===== config.mk =====
export PLATFORM = sky130hd
export DESIGN_NAME = tile_draw_datapath
export DESIGN_NICKNAME = d
export VERILOG_FILES = /design/src/rtl/tile_draw_datapath.sv
export SDC_FILE = /design/constraint.sdc
export NUM_CORES = 1
export LEC_CHECK = 0
export BUFFER_PORTS_ARGS = -buffer_cell sky130_fd_sc_hd__buf_2
export CAP_MARGIN = 20
export CORE_ASPECT_RATIO = 1.1
export CORE_MARGIN = 5
export CORE_UTILIZATION = 50
export DETAILED_ROUTE_END_ITERATION = 10
export PLACE_DENSITY = 0.69
export SLEW_MARGIN = 20
export SYNTH_ARGS = -nofsm -noshare
export SYNTH_HDL_FRONTEND = slang
export SYNTH_SLANG_ARGS = --single-unit

===== constraint.sdc =====
create_clock -name clock -period 4.6 [get_ports clock]
set_clock_uncertainty 0.1 [all_clocks]
set_input_delay 0.46 -clock clock [delete_from_list [all_inputs] [get_ports clock]]
set_output_delay 0.46 -clock clock [all_outputs]
set_load 0.01 [all_outputs]

===== src/rtl/tile_draw_datapath.sv =====
// Tile draw datapath: LFSR tile picker, tile register and pixel sweeper feeding the VGA adapter.
// Define TILE_OUTLINE_EN to draw each tile's border pixels in white.
module tile_draw_datapath #(
  parameter int         TILE_SIZE = 32,
  parameter int         GAP       = 8,
  parameter int         X0        = 40,
  parameter int         Y0        = 20,
  parameter logic [2:0] FLASH_COL = 3'b111
) (
  input  logic       clock,
  input  logic       resetn,
  input  logic       randomEnable,
  input  logic       ld_tile,
  input  logic       ld_flash,
  input  logic       ld_previous,
  output logic [1:0] rand_tile,
  output logic [7:0] x,
  output logic [6:0] y,
  output logic [2:0] colour,
  output logic       plot,
  output logic       drw
);

  localparam int            CW     = $clog2(TILE_SIZE);
  localparam logic [CW-1:0] C_MAX  = CW'(TILE_SIZE - 1);
  localparam logic [7:0]    X_BASE = 8'(X0);
  localparam logic [7:0]    X_STEP = 8'(TILE_SIZE + GAP);
  localparam logic [6:0]    Y_BASE = 7'(Y0);
  localparam logic [6:0]    Y_STEP = 7'(TILE_SIZE + GAP);

  typedef enum logic [1:0] {S_IDLE, S_SWEEP, S_DONE} state_t;

  state_t        state_q, state_d;
  logic [7:0]    lfsr_q, lfsr_d;
  logic [1:0]    tile_reg_q, tile_reg_d;
  logic [1:0]    draw_tile_q, draw_tile_d;
  logic [2:0]    draw_col_q, draw_col_d;
  logic [CW-1:0] cx_q, cx_d;
  logic [CW-1:0] cy_q, cy_d;
  logic [7:0]    x_q, x_d;
  logic [6:0]    y_q, y_d;
  logic [2:0]    colour_q, colour_d;
  logic          plot_q, plot_d;
  logic          drw_q, drw_d;

  logic start;
  logic last_px;
  logic advance;
  logic emit;

  function automatic logic [2:0] base_colour(input logic [1:0] t);
    case (t)
      2'd0:    return 3'b100;
      2'd1:    return 3'b010;
      2'd2:    return 3'b001;
      default: return 3'b110;
    endcase
  endfunction

  assign start   = ld_flash | ld_previous;
  assign last_px = (cx_q == C_MAX) && (cy_q == C_MAX);
  assign advance = (state_q == S_SWEEP) && !last_px;
  // The output registers are loaded with the pixel the counters move to, so
  // a strobe at edge t already shows pixel (0,0) during cycle t+1.
  assign emit    = start | advance;

  // NOTE: sequential state uses non-blocking assignments so every flop samples pre-edge values.
  always_ff @(posedge clock) begin
    if (!resetn) state_q <= S_IDLE;
    else         state_q <= state_d;
  end

  always_comb begin
    // NOTE: every comb output gets a default first, so no path can infer a latch.
    state_d = state_q;
    if (start) begin
      state_d = S_SWEEP;
    end else begin
      case (state_q)
        S_SWEEP: if (last_px) state_d = S_DONE;
        S_DONE:  state_d = S_IDLE;
        default: state_d = state_q;
      endcase
    end
  end

  always_comb begin
    lfsr_d      = randomEnable ? {lfsr_q[6:0], lfsr_q[7] ^ lfsr_q[5] ^ lfsr_q[4] ^ lfsr_q[3]}
                               : lfsr_q;
    tile_reg_d  = ld_tile ? lfsr_q[1:0] : tile_reg_q;
    draw_tile_d = draw_tile_q;
    draw_col_d  = draw_col_q;
    cx_d        = cx_q;
    cy_d        = cy_q;
    x_d         = x_q;
    y_d         = y_q;
    colour_d    = colour_q;
    plot_d      = emit;
    drw_d       = !start && (state_q == S_SWEEP) && last_px;

    if (start) begin
      draw_tile_d = tile_reg_q;
      draw_col_d  = ld_flash ? FLASH_COL : base_colour(tile_reg_q);
      cx_d        = '0;
      cy_d        = '0;
    end else if (advance) begin
      cx_d = cx_q + CW'(1);
      if (cx_q == C_MAX) cy_d = cy_q + CW'(1);
    end

    if (emit) begin
      x_d = X_BASE + (draw_tile_d[0] ? X_STEP : 8'd0) + 8'(cx_d);
      y_d = Y_BASE + (draw_tile_d[1] ? Y_STEP : 7'd0) + 7'(cy_d);
`ifdef TILE_OUTLINE_EN
      if (cx_d == '0 || cx_d == C_MAX || cy_d == '0 || cy_d == C_MAX) colour_d = 3'b111;
      else                                                            colour_d = draw_col_d;
`else
      colour_d = draw_col_d;
`endif
    end
  end

  always_ff @(posedge clock) begin
    if (!resetn) begin
      lfsr_q      <= 8'h01;
      tile_reg_q  <= '0;
      draw_tile_q <= '0;
      draw_col_q  <= '0;
      cx_q        <= '0;
      cy_q        <= '0;
      x_q         <= '0;
      y_q         <= '0;
      colour_q    <= '0;
      plot_q      <= 1'b0;
      drw_q       <= 1'b0;
    end else begin
      lfsr_q      <= lfsr_d;
      tile_reg_q  <= tile_reg_d;
      draw_tile_q <= draw_tile_d;
      draw_col_q  <= draw_col_d;
      cx_q        <= cx_d;
      cy_q        <= cy_d;
      x_q         <= x_d;
      y_q         <= y_d;
      colour_q    <= colour_d;
      plot_q      <= plot_d;
      drw_q       <= drw_d;
    end
  end

  assign rand_tile = lfsr_q[1:0];
  assign x         = x_q;
  assign y         = y_q;
  assign colour    = colour_q;
  assign plot      = plot_q;
  assign drw       = drw_q;

endmodule


==> summary.md, run 1 <==
| Metric | Value |
|---|---|
| Slowest cell delay on critical path | 520 ps |
| Nets | 271 |
| Crit start category | register |
| Syn Inst Count | 231 |
| P&R area growth vs syn | 10.97% |
| Seq/Total Area, Yosys | 43.17% |
| Initial Utilization | 50.52% |
| Vias per std cell | 5.029 |
| Worst setup path end | y[4]$_SDFFE_PN0P_ |
| Avg Cell Area, Syn | approximately 9.2 um2 |
| Clock power frac | 37.1% |
| Met1 Track Usage GR | between 10% and 20% |
| TritonRoute pass-1 iters | 5 |
| Worst setup EP type | register |
| RR Startpoint | cx_q[0]$_SDFF_PN0_ |
| Worst r2r path cells | 12 |
| Root Driver | clkbuf_8 |
| Mapped Area | roughly 2100 um2 |
| R2r setup slk | 1430 ps |
| Total Neg Setup Slack | 0 ps |
| Synth unique cells | 41 |
| Final-report max-slew violation count | 0 |
| Clk Latency, worst-skew pair | 300 ps |
| Postcts setup bufs | 0 |
| Worst path slowest cell | or4b_1 |
| # setup viols final | 0 |
| GPL Wtd Cong | 0.8474 |
| Worst Path Buf+Inv | 1 |
| Lkg Pwr | ~0.0010 uW |
| Hold crit path type | reg2reg |
| Top Usage Layer GRT | met2 |
| Global routing usage on met3 | under 10% |
| RSZ-0062 raised after global routing | no |
| Int Power | slightly above 600 uW |
| Yosys reg bits | 46 |
| Die Width | between 70 and 80 um |
| Largest net degree at the start of global routing | 39 |
| Global route total overflow | 0 |
| Clk pin slew, worst setup/hold paths | 80 ps |
| Cell Pwr Density | between 300 and 400 nW/um2 |
| Total routed wirelength | roughly 3700 um |
| Vias in the first global route | approximately 1500 |
| Antenna diode instance count | 0 |
| # rows | 25 |
| Worst setup path startpoint | cx_q[0]$_SDFF_PN0_ |
| Worst-margin pin slew | 590.6 ps |
| WP data arrival | 3320 ps |
| CTS hold repair buffers | 0 |
| Sink Count | 46 |
| Clk buf depth | 2 |
| Fmax | 0.3150 GHz |
| Grt met2 use | 22.95% |
| Min Tclk post-route | 3175 ps |
| Hold violation total from the final report | 0 |
| CP Class | reg2reg |
| Critical-path cell list | ha_1 > and3_1 > ha_1 > a21o_1 > nor2_1 > buf_4 > nand2_1 > xor2_1 > nor2_1 > fa_1 > or4b_1 > nand3_1 |
| Via Count | 1544 |
| Critical path depth | 12 |
| # H-tree levels | 2 |
| All-layer global routing usage | between 10% and 20% |
| Sw Pwr | 181.5 uW |
| DRC | 0 |
| Run status | complete, no violations |
| Core ar. | around 4200 um2 |
| DP HPWL | 2604 um |
| Net Count, Synth | 250 |
| Initial drt markers | 59 |
| DR WL/cell | approximately 12 um |
| Max_cap viols | 0 |
| Total CTS buffers | 5 |
| Die Height | 78.51 um |
| Ys Warns | 0 |
| CP required | 4740 ps |
| Die area | 5674 um2 |
| Final period utilization | between 60 and 70% |
| RR Endpoint | y[4]$_SDFFE_PN0P_ |
| First-pass GRT wire length | 6658 um |
| Fillcell total | 405 |
| Crit path max fanout | 21 |
| Share of layout cells above drive strength 1 | between 10% and 20% |
| Logic pwr share | 9.2% |
| Max IR drop VDD | 242.4 uV |
| # IOs | 28 |
| Routed Antenna Nets | 0 |
| Sw frac | 23.05% |
| Layout Utilization | 56.06% |
| Slew margin rel. | 60.62% |
| CTS tree | yes |
| Cell family with most CP delay | simple AND/OR/NAND/NOR gates |
| Port buffer count | 26 |
| CTS resizes | 0 |
| Sequential power share | 53.7% |
| Initial antenna violation count | 0 |
==> state kept, by name, summed over array words and instances (netlist names) <==
register and flops:
x 7, draw_col_q 3, cx_q 5, cy_q 5, plot 1, draw_tile_q 2, state_q 2, lfsr_q 8
drw 1, y 7, colour 3, tile_reg_q 2
==> power groups by stage <==
stage / clock network [uW] / logic [uW] / registers (uW)
after global routing: 321 / 82.8 / 425
after global placement: 0 / 72.5 / 432
final: 292 / 72.6 / 423
after CTS: 302 / 73.8 / 423
after detailed placement: 0 / 73.2 / 432
after floorplan: 0 / 52.1 / 435
==> synthesized netlist by cell type <==
master | instances | share of area [%]
and2_2 | 1 | 0.35
a21o_1 | 1 | 0.35
a21oi_2 | 3 | 1.2
o21a_1 | 5 | 1.8
nand4_1 | 3 | 0.88
a21oi_1 | 6 | 1.4
mux2i_1 | 12 | 5.6
nand2b_1 | 1 | 0.29
o211ai_1 | 1 | 0.35
clkbuf_1 | 5 | 0.88
inv_1 | 7 | 1.2
xor2_1 | 5 | 2.1
a31oi_1 | 2 | 0.59
and2_1 | 3 | 0.88
buf_4 | 5 | 1.8
o21ai_1 | 1 | 0.23
or4b_1 | 1 | 0.47
nor3b_1 | 3 | 1.1
nor4_1 | 2 | 0.59
conb_1 | 1 | 0.18
inv_2 | 1 | 0.18
o31ai_4 | 1 | 1.0
xnor2_1 | 7 | 2.9
nand2_1 | 28 | 4.9
a311o_1 | 1 | 0.47
fa_1 | 1 | 0.94
a21boi_0 | 3 | 1.1
nor3_1 | 1 | 0.23
a311oi_1 | 1 | 0.41
o211a_1 | 4 | 1.9
buf_6 | 1 | 0.53
ha_1 | 12 | 7.0
nor2b_1 | 13 | 3.8
and3_1 | 2 | 0.59
buf_2 | 2 | 0.47
nand3_1 | 6 | 1.4
dfxtp_1 | 46 | 43
o21ai_0 | 4 | 0.94
or2_1 | 1 | 0.29
nor2_1 | 24 | 4.2
a211oi_1 | 4 | 1.4
==> area by class of cell <==
cell class	instances	area, um2	share of cell area (%)
clock buffer	7	76.32	3.224
clock inverter	1	30.03	1.268
inverter	8	30.03	1.268
multi-input combinational	164	1105	46.67
sequential	46	920.9	38.90
tap	54	67.56	2.854
timing repair buffer	27	137.6	5.814
==> worst min-delay path, delay by kind of cell, from the launching register on <==
| kind | cells | cell delay, ps |
|---|---|---|
| and+or+nand+nor | 2 | 110 |
| DFF | 1 | 310 |
==> logic make-up (layout without fill, tap and decap cells) <==
logic type	count (synthesis)	in the layout	share of synthesized area (%)
buf+inv	21	43	5.044
simple gates	89	89	20.00
flops	46	46	43.17
mux	12	12	5.631
compound gates	37	37	13.08
other cells	1	1	0.1758
fa+ha+maj	13	13	7.976
xor+xnor	12	12	4.927
==> cells in the final DEF (no fill, tap or decap), types with 4 or more instances in the layout <==
cell type,count
xor2_1,5
nand3_1,6
a211oi_1,4
a21oi_1,6
nand2_1,28
xnor2_1,7
o211a_1,4
nor2b_1,13
o21ai_0,4
mux2i_1,12
dfxtp_1,46
buf_2,26
ha_1,12
nor2_1,24
clkbuf_8,5
inv_1,7
o21a_1,5
==> worst min path at each step <==
stage,startpoint,end,slack [ps],cells past startpoint
finish,y[6]$_SDFFE_PN0P_,y[6]$_SDFFE_PN0P_,360,2
global placement,y[6]$_SDFFE_PN0P_,y[6]$_SDFFE_PN0P_,340,2
CTS,y[6]$_SDFFE_PN0P_,y[6]$_SDFFE_PN0P_,360,2
global route,ld_flash,draw_col_q[2]$_SDFF_PN0_,380,2
detailed placement,y[6]$_SDFFE_PN0P_,y[6]$_SDFFE_PN0P_,350,2
floorplan,cx_q[1]$_SDFF_PN0_,cx_q[1]$_SDFF_PN0_,350,2
==> layer usage <==
metal / part of all wire, % / wire length (um)
met4: 2.2 / 83
met1: 49 / 1801
met2: 44 / 1631
met3: 5.3 / 197
met5: 0 / 0
==> stage by stage <==
step	setup WS (ps)	power (uW)	instance area [um2]	instances	hold WS (ps)
global placement	1505	504.6	2261	299	341.6
floorplan	1611	487.1	2133	231	353.7
CTS	1414	799.3	2367	307	361.0
detailed placement	1439	505.5	2261	299	347.2
global route	1177	828.5	2367	307	379.5
finish	1425	787.5	2367	307	356.4
Note: power is estimated with default switching activity, not from simulation.
==> run 2: changes to the inputs <==
- clock period: 4.6 -> 3.1 ns (I/O delays scaled with it)
==> run 2 against run 1 <==
Compared with the run above: critical path depth did not move; sequential power grew 48%; via count grew 2.7%; sequential share of layout area fell by 0.84 points; total power rose by 37%; global-route usage is 0.50 points higher; flip-flop and latch count stayed put; final cell count grew 1.6%; non-clock buffer count up 6; clock power grew 17%; critical path type unchanged.
==> summary.md, run 2 (synthesis results as in run 1) <==
| Metric | Value |
|---|---|
| Run status | complete, no violations |
| Die area | between 5000 and 6000 um2 |
| Largest net degree at the start of global routing | 27 |
| Commonest non-fill, non-tap cell in the layout | dfxtp_1 |
| Global route total overflow | 0 |
| Commonest cells after routing, fill and taps aside | 46 x dfxtp_1, 28 x nand2_1, 26 x buf_2, 22 x nor2_1, 13 x nor2b_1 |
| Antenna diode instance count | 0 |
| Total Neg Setup Slack | 0 ps |
| DR WL/cell | approximately 13 um |
| Cell Pwr Density | 446.9 nW/um2 |
| Total CTS buffers | 5 |
| DRC | 0 |
| Via Count | between 1500 and 2000 |
| Worst setup EP type | register |
| Max_cap viols | 0 |
| Lkg Pwr | 0.001060 uW |
| Root Driver | clkbuf_8 |
| Clk pin slew, worst setup/hold paths | 80 ps |
| Initial drt markers | 55 |
| P&R area growth vs syn | 13.43% |
| Die Width | 72.28 um |
| Fmax | 0.3407 GHz |
| Hold crit path type | in2reg |
| CP required | between 3000 and 4000 ps |
| Sink Count | 46 |
| Vias per std cell | 5.080 |
| TritonRoute pass-1 iters | 4 |
| Nets | around 280 |
| All-layer global routing usage | 15.28% |
| CTS tree | yes |
| Initial Utilization | approximately half |
| Crit path max fanout | 4 |
| # H-tree levels | 2 |
| Final period utilization | 94.68% |
| # rows | 25 |
| Hold violation total from the final report | 0 |
| Crit start category | register |
| Clk buf depth | 2 |
| Layout Utilization | roughly 57% |
| Clk Latency, worst-skew pair | about 300 ps |
| Total routed wirelength | a little over 4000 um |
| CP Class | reg2reg |
| Largest Register | lfsr_q |
| First-pass GRT wire length | 6879 um |
| # IOs | 28 |
| Final-report max-slew violation count | 0 |
| WP data arrival | between 3000 and 4000 ps |
| Die Height | 78.51 um |
| Routed Antenna Nets | 0 |
| Port buffer count | 26 |
| Min Tclk post-route | between 2000 and 3000 ps |
| RSZ-0062 raised after global routing | no |
| Postcts setup bufs | 0 |
| Max reg flops | 8 |
| Initial antenna violation count | 0 |
| Vias in the first global route | 1539 |
| Max IR drop VDD | 305.3 uV |
| Core ar. | ~4200 um2 |
| # setup viols final | 0 |
| Share of layout cells above drive strength 1 | 19.77% |
| GPL Wtd Cong | between 0.8 and 0.9 |
| DP HPWL | 2933 um |
run 2: worst paths after layout:
| kind | cells past startpoint | startpoint | slack, ps | end |
|---|---|---|---|---|
| worst max-delay path | 12 | cx_q[0]$_SDFF_PN0_ | 160 | y[5]$_SDFFE_PN0P_ |
| worst min-delay path | 2 | ld_flash | 210 | colour[0]$_SDFFE_PN0P_ |
| worst max register to register | 12 | cx_q[0]$_SDFF_PN0_ | 160 | y[5]$_SDFFE_PN0P_ |
| worst min register to register | 2 | y[6]$_SDFFE_PN0P_ | 360 | y[6]$_SDFFE_PN0P_ |
run 2: cell type report:
type	instances	area (um2)
fillers	396	1803
multi-input cells	164	1142
flip-flops and latches	46	920.9
repair buffers	33	182.7
clock buffers	7	76.32
well taps	54	67.56
inverters	8	30.03
run 2: worst max-delay path: stages, from the launching register on:
cell and delay (ps):
dfxtp_1 350, ha_2 210, and3_1 200, ha_1 200
a21o_1 260, nor4_2 180, xnor2_1 170, nor2_2 70
ha_1 300, nor3b_1 140, a311o_1 390, nor4_2 180
nor3b_2 70
run 2: metal layers:
layer / share of wire (%) / vias up / global-route usage, % / wire (um)
met5: 0 / - / 0 / 0
met4: 1.8 / 0 / 5.639 / 71
met3: 3.8 / 7 / 4.097 / 151
met2: 48 / 27 / 24.95 / 1924
met1: 47 / 724 / 19.05 / 1878
li1: - / 827 / - / -
run 2: through the flow:
stage          setup WS [ps]  hold slack (ps)  power (uW)  std cells  cell area [um2]
5_1_grt                6.534            213.7        1138        312             2420
4_1_cts                27.46            210.9        1092        312             2385
3_5_place_dp           9.519            347.0       753.7        305             2306
3_3_place_gp           87.31            340.3       751.1        305             2306
2_1_floorplan          111.4            333.8       722.8        231             2133
6_report               164.8            207.4        1081        312             2420
run 2: repair_timing:
item / 4_1_cts / 5_1_grt
gates resized for setup: 1 / 7
hold endpoints to repair: 0 / 0
pin swaps: 0 / 2
setup endpoints to repair: 1 / 3
hold buffers: 0 / 0
run 2: report_power, final:
part | switching (uW) | internal (uW)
Combinational | 65.5 | 47.5
Clock | 186 | 155
Sequential | 14.2 | 613
==> run 3: changes to the inputs <==
- BUFFER_PORTS_ARGS: -buffer_cell sky130_fd_sc_hd__buf_2 -> -buffer_cell sky130_fd_sc_hd__buf_4
- REMOVE_ABC_BUFFERS: default -> 1
==> run 3 against run 2 <==
Compared with the run above: first-iteration DRC count rose by 24%; largest cell class unchanged; clock-buffer cell count did not move; setup slack improved by 17 ps; sequential share of layout area fell by 1.4 points; combinational power rose by 9.7%; non-clock buffer count rose by 4.
==> summary.md, run 3 (synthesis results as in run 1) <==
| Metric | Value |
|---|---|
| Via Count | 1613 |
| Worst r2r path cells | 12 |
| Cell family with most CP delay | simple AND/OR/NAND/NOR gates |
| Sink Count | between 40 and 50 |
| Crit path max fanout | 4 |
| Sequential power share | 55.6% |
| DR WL/cell | 12.43 um |
| CP required | around 3200 ps |
| Int Power | 851.0 uW |
| Total routed wirelength | 3939 um |
| Share of layout cells above drive strength 1 | between 20% and 30% |
| Initial Utilization | 50.52% |
| CP Class | reg2reg |
| WP data arrival | slightly above 3000 ps |
| Critical-path cell list | ha_1 > and3_1 > ha_2 > a21o_1 > nor2_2 > buf_6 > nand2_1 > xor2_1 > nor2_1 > fa_1 > or4b_1 > nand3_1 |
| Max reg flops | 8 |
| Crit start category | register |
| Worst Path Buf+Inv | 1 |
| Logic pwr share | 11.0% |
| P&R area growth vs syn | 18.36% |
| Initial drt markers | 68 |
| Hold crit path type | in2reg |
| Global route total overflow | 0 |
| Root Driver | clkbuf_8 |
| Die Height | between 70 and 80 um |
| Max_cap viols | 0 |
| Port buffer count | 26 |
| # rows | 25 |
| First-pass GRT wire length | 6837 um |
| Initial antenna violation count | 0 |
| # H-tree levels | 2 |
| Placed Cells | about 310 |
| Die area | ~5700 um2 |
| Hold path depth | 2 |
| Largest net degree at the start of global routing | 39 |
| # setup viols final | 0 |
| Final-report max-slew violation count | 0 |
| Core ar. | roughly 4200 um2 |
| Worst path slowest cell | or4b_1 |
| Non-filler cells, final | 317 |
| Hold violation total from the final report | 0 |
| Routed Antenna Nets | 0 |
| Slowest cell delay on critical path | 520 ps |
| DP HPWL | 2722 um |
| Sw frac | 24.56% |
| Worst setup EP type | register |
| CTS tree | yes |
| DRC | 0 |
| Final period utilization | a little over nine tenths |
| Nets | roughly 280 |
| Largest Register | lfsr_q |
| Run status | complete, no violations |
| Fmax | 0.3427 GHz |
| # IOs | 28 |
| Sw Pwr | roughly 280 uW |
| Worst hold margin | between 150 and 200 ps |
| Max IR drop VDD | 275.4 uV |
| Total Neg Setup Slack | 0 ps |
| Commonest non-fill, non-tap cell in the layout | dfxtp_1 |
| GPL Wtd Cong | 0.8342 |
| Clk buf depth | 2 |
| All-layer global routing usage | 15.28% |
| Commonest cells after routing, fill and taps aside | 44 x dfxtp_1, 36 x buf_4, 28 x nand2_1, 22 x nor2_1, 13 x nor2b_1 |
| Antenna diode instance count | 0 |
| Vias in the first global route | between 1500 and 2000 |
| Vias per std cell | 5.088 |
| Cell Pwr Density | 446.7 nW/um2 |
| Lkg Pwr | ~0.0011 uW |
| Clk pin slew, worst setup/hold paths | 80 ps |
| Fillcell total | 397 |
| Die Width | slightly above 70 um |
| Clock power frac | 33.4% |
| Min Tclk post-route | between 2000 and 3000 ps |
| Critical path depth | 12 |
| TritonRoute pass-1 iters | 4 |
| Clk Latency, worst-skew pair | approximately 300 ps |
| Total CTS buffers | 5 |
run 3: cell count changes in the layout (fill, tap and decap cells not counted), moves of 2 or more:
cell     change
buf_2       -26
ha_1         -2
ha_2         +2
buf_4       +29
dfxtp_1      -2
run 3: power groups by stage:
stage	Combinational, uW	Sequential (uW)	Clock, uW
2_1_floorplan	61.1	647	0
3_3_place_gp	122	642	0
3_5_place_dp	123	642	0
4_1_cts	124	629	389
5_1_grt	140	631	417
6_report	124	627	376
run 3: metrics by stage:
step / worst slack [ps] / power, uW / utilization (%) / cell area, um2
after detailed placement: 71.64 / 765.3 / 56.33 / 2379
final: 181.8 / 1128 / 59.79 / 2525
after floorplan: -367.5 / 707.7 / - / 2056
after global placement: 136.1 / 763.6 / 56.33 / 2379
after CTS: 54.49 / 1142 / 58.49 / 2470
after global routing: -5.482 / 1188 / 59.79 / 2525
run 3: metal layers:
layer / vias to the layer above / track usage, % / wire (um)
li1: 834 / - / -
met1: 755 / 17.83 / 1834
met2: 18 / 25.96 / 1921
met3: 6 / 4.225 / 112
met4: 0 / 6.203 / 71
met5: - / 0 / 0
run 3: worst reg2reg max path: stages (launching register included):
cell and delay [ps]:
dfxtp_4 360, ha_1 190, and3_1 180, ha_2 180
a21o_1 200, nor2_2 160, buf_6 130, nand2_1 60
xor2_1 180, nor2_1 90, fa_1 440, or4b_1 520
nand3_1 80
run 3: final cells by class:
class,instances,area [um2],share of cell area [%]
Timing Repair Buffer,37,281.5,11.15
Inverter,8,30.03,1.189
Tap cell,54,67.56,2.676
Sequential cell,46,925.9,36.67
Multi-Input combinational cell,164,1129,44.70
Clock buffer,7,86.33,3.419
Clock inverter,1,5.005,0.1982
run 3: worst paths after layout:
check                     startpoint                     end  slack [ps]
hold / removal              ld_flash  colour[2]$_SDFFE_PN0P_         170
setup / recovery  cy_q[0]$_SDFF_PN0_       y[4]$_SDFFE_PN0P_         180
setup reg to reg  cy_q[0]$_SDFF_PN0_       y[4]$_SDFFE_PN0P_         180
hold reg to reg    y[6]$_SDFFE_PN0P_       y[6]$_SDFFE_PN0P_         350
run 3: timing repair:
| action | in CTS | in global routing |
|---|---|---|
| hold endpoints to repair | 0 | 0 |
| resized for setup | 0 | 11 |
| setup buffers | 0 | 3 |
| endpoints found under the setup margin | 0 | 5 |
| hold buffers | 0 | 0 |
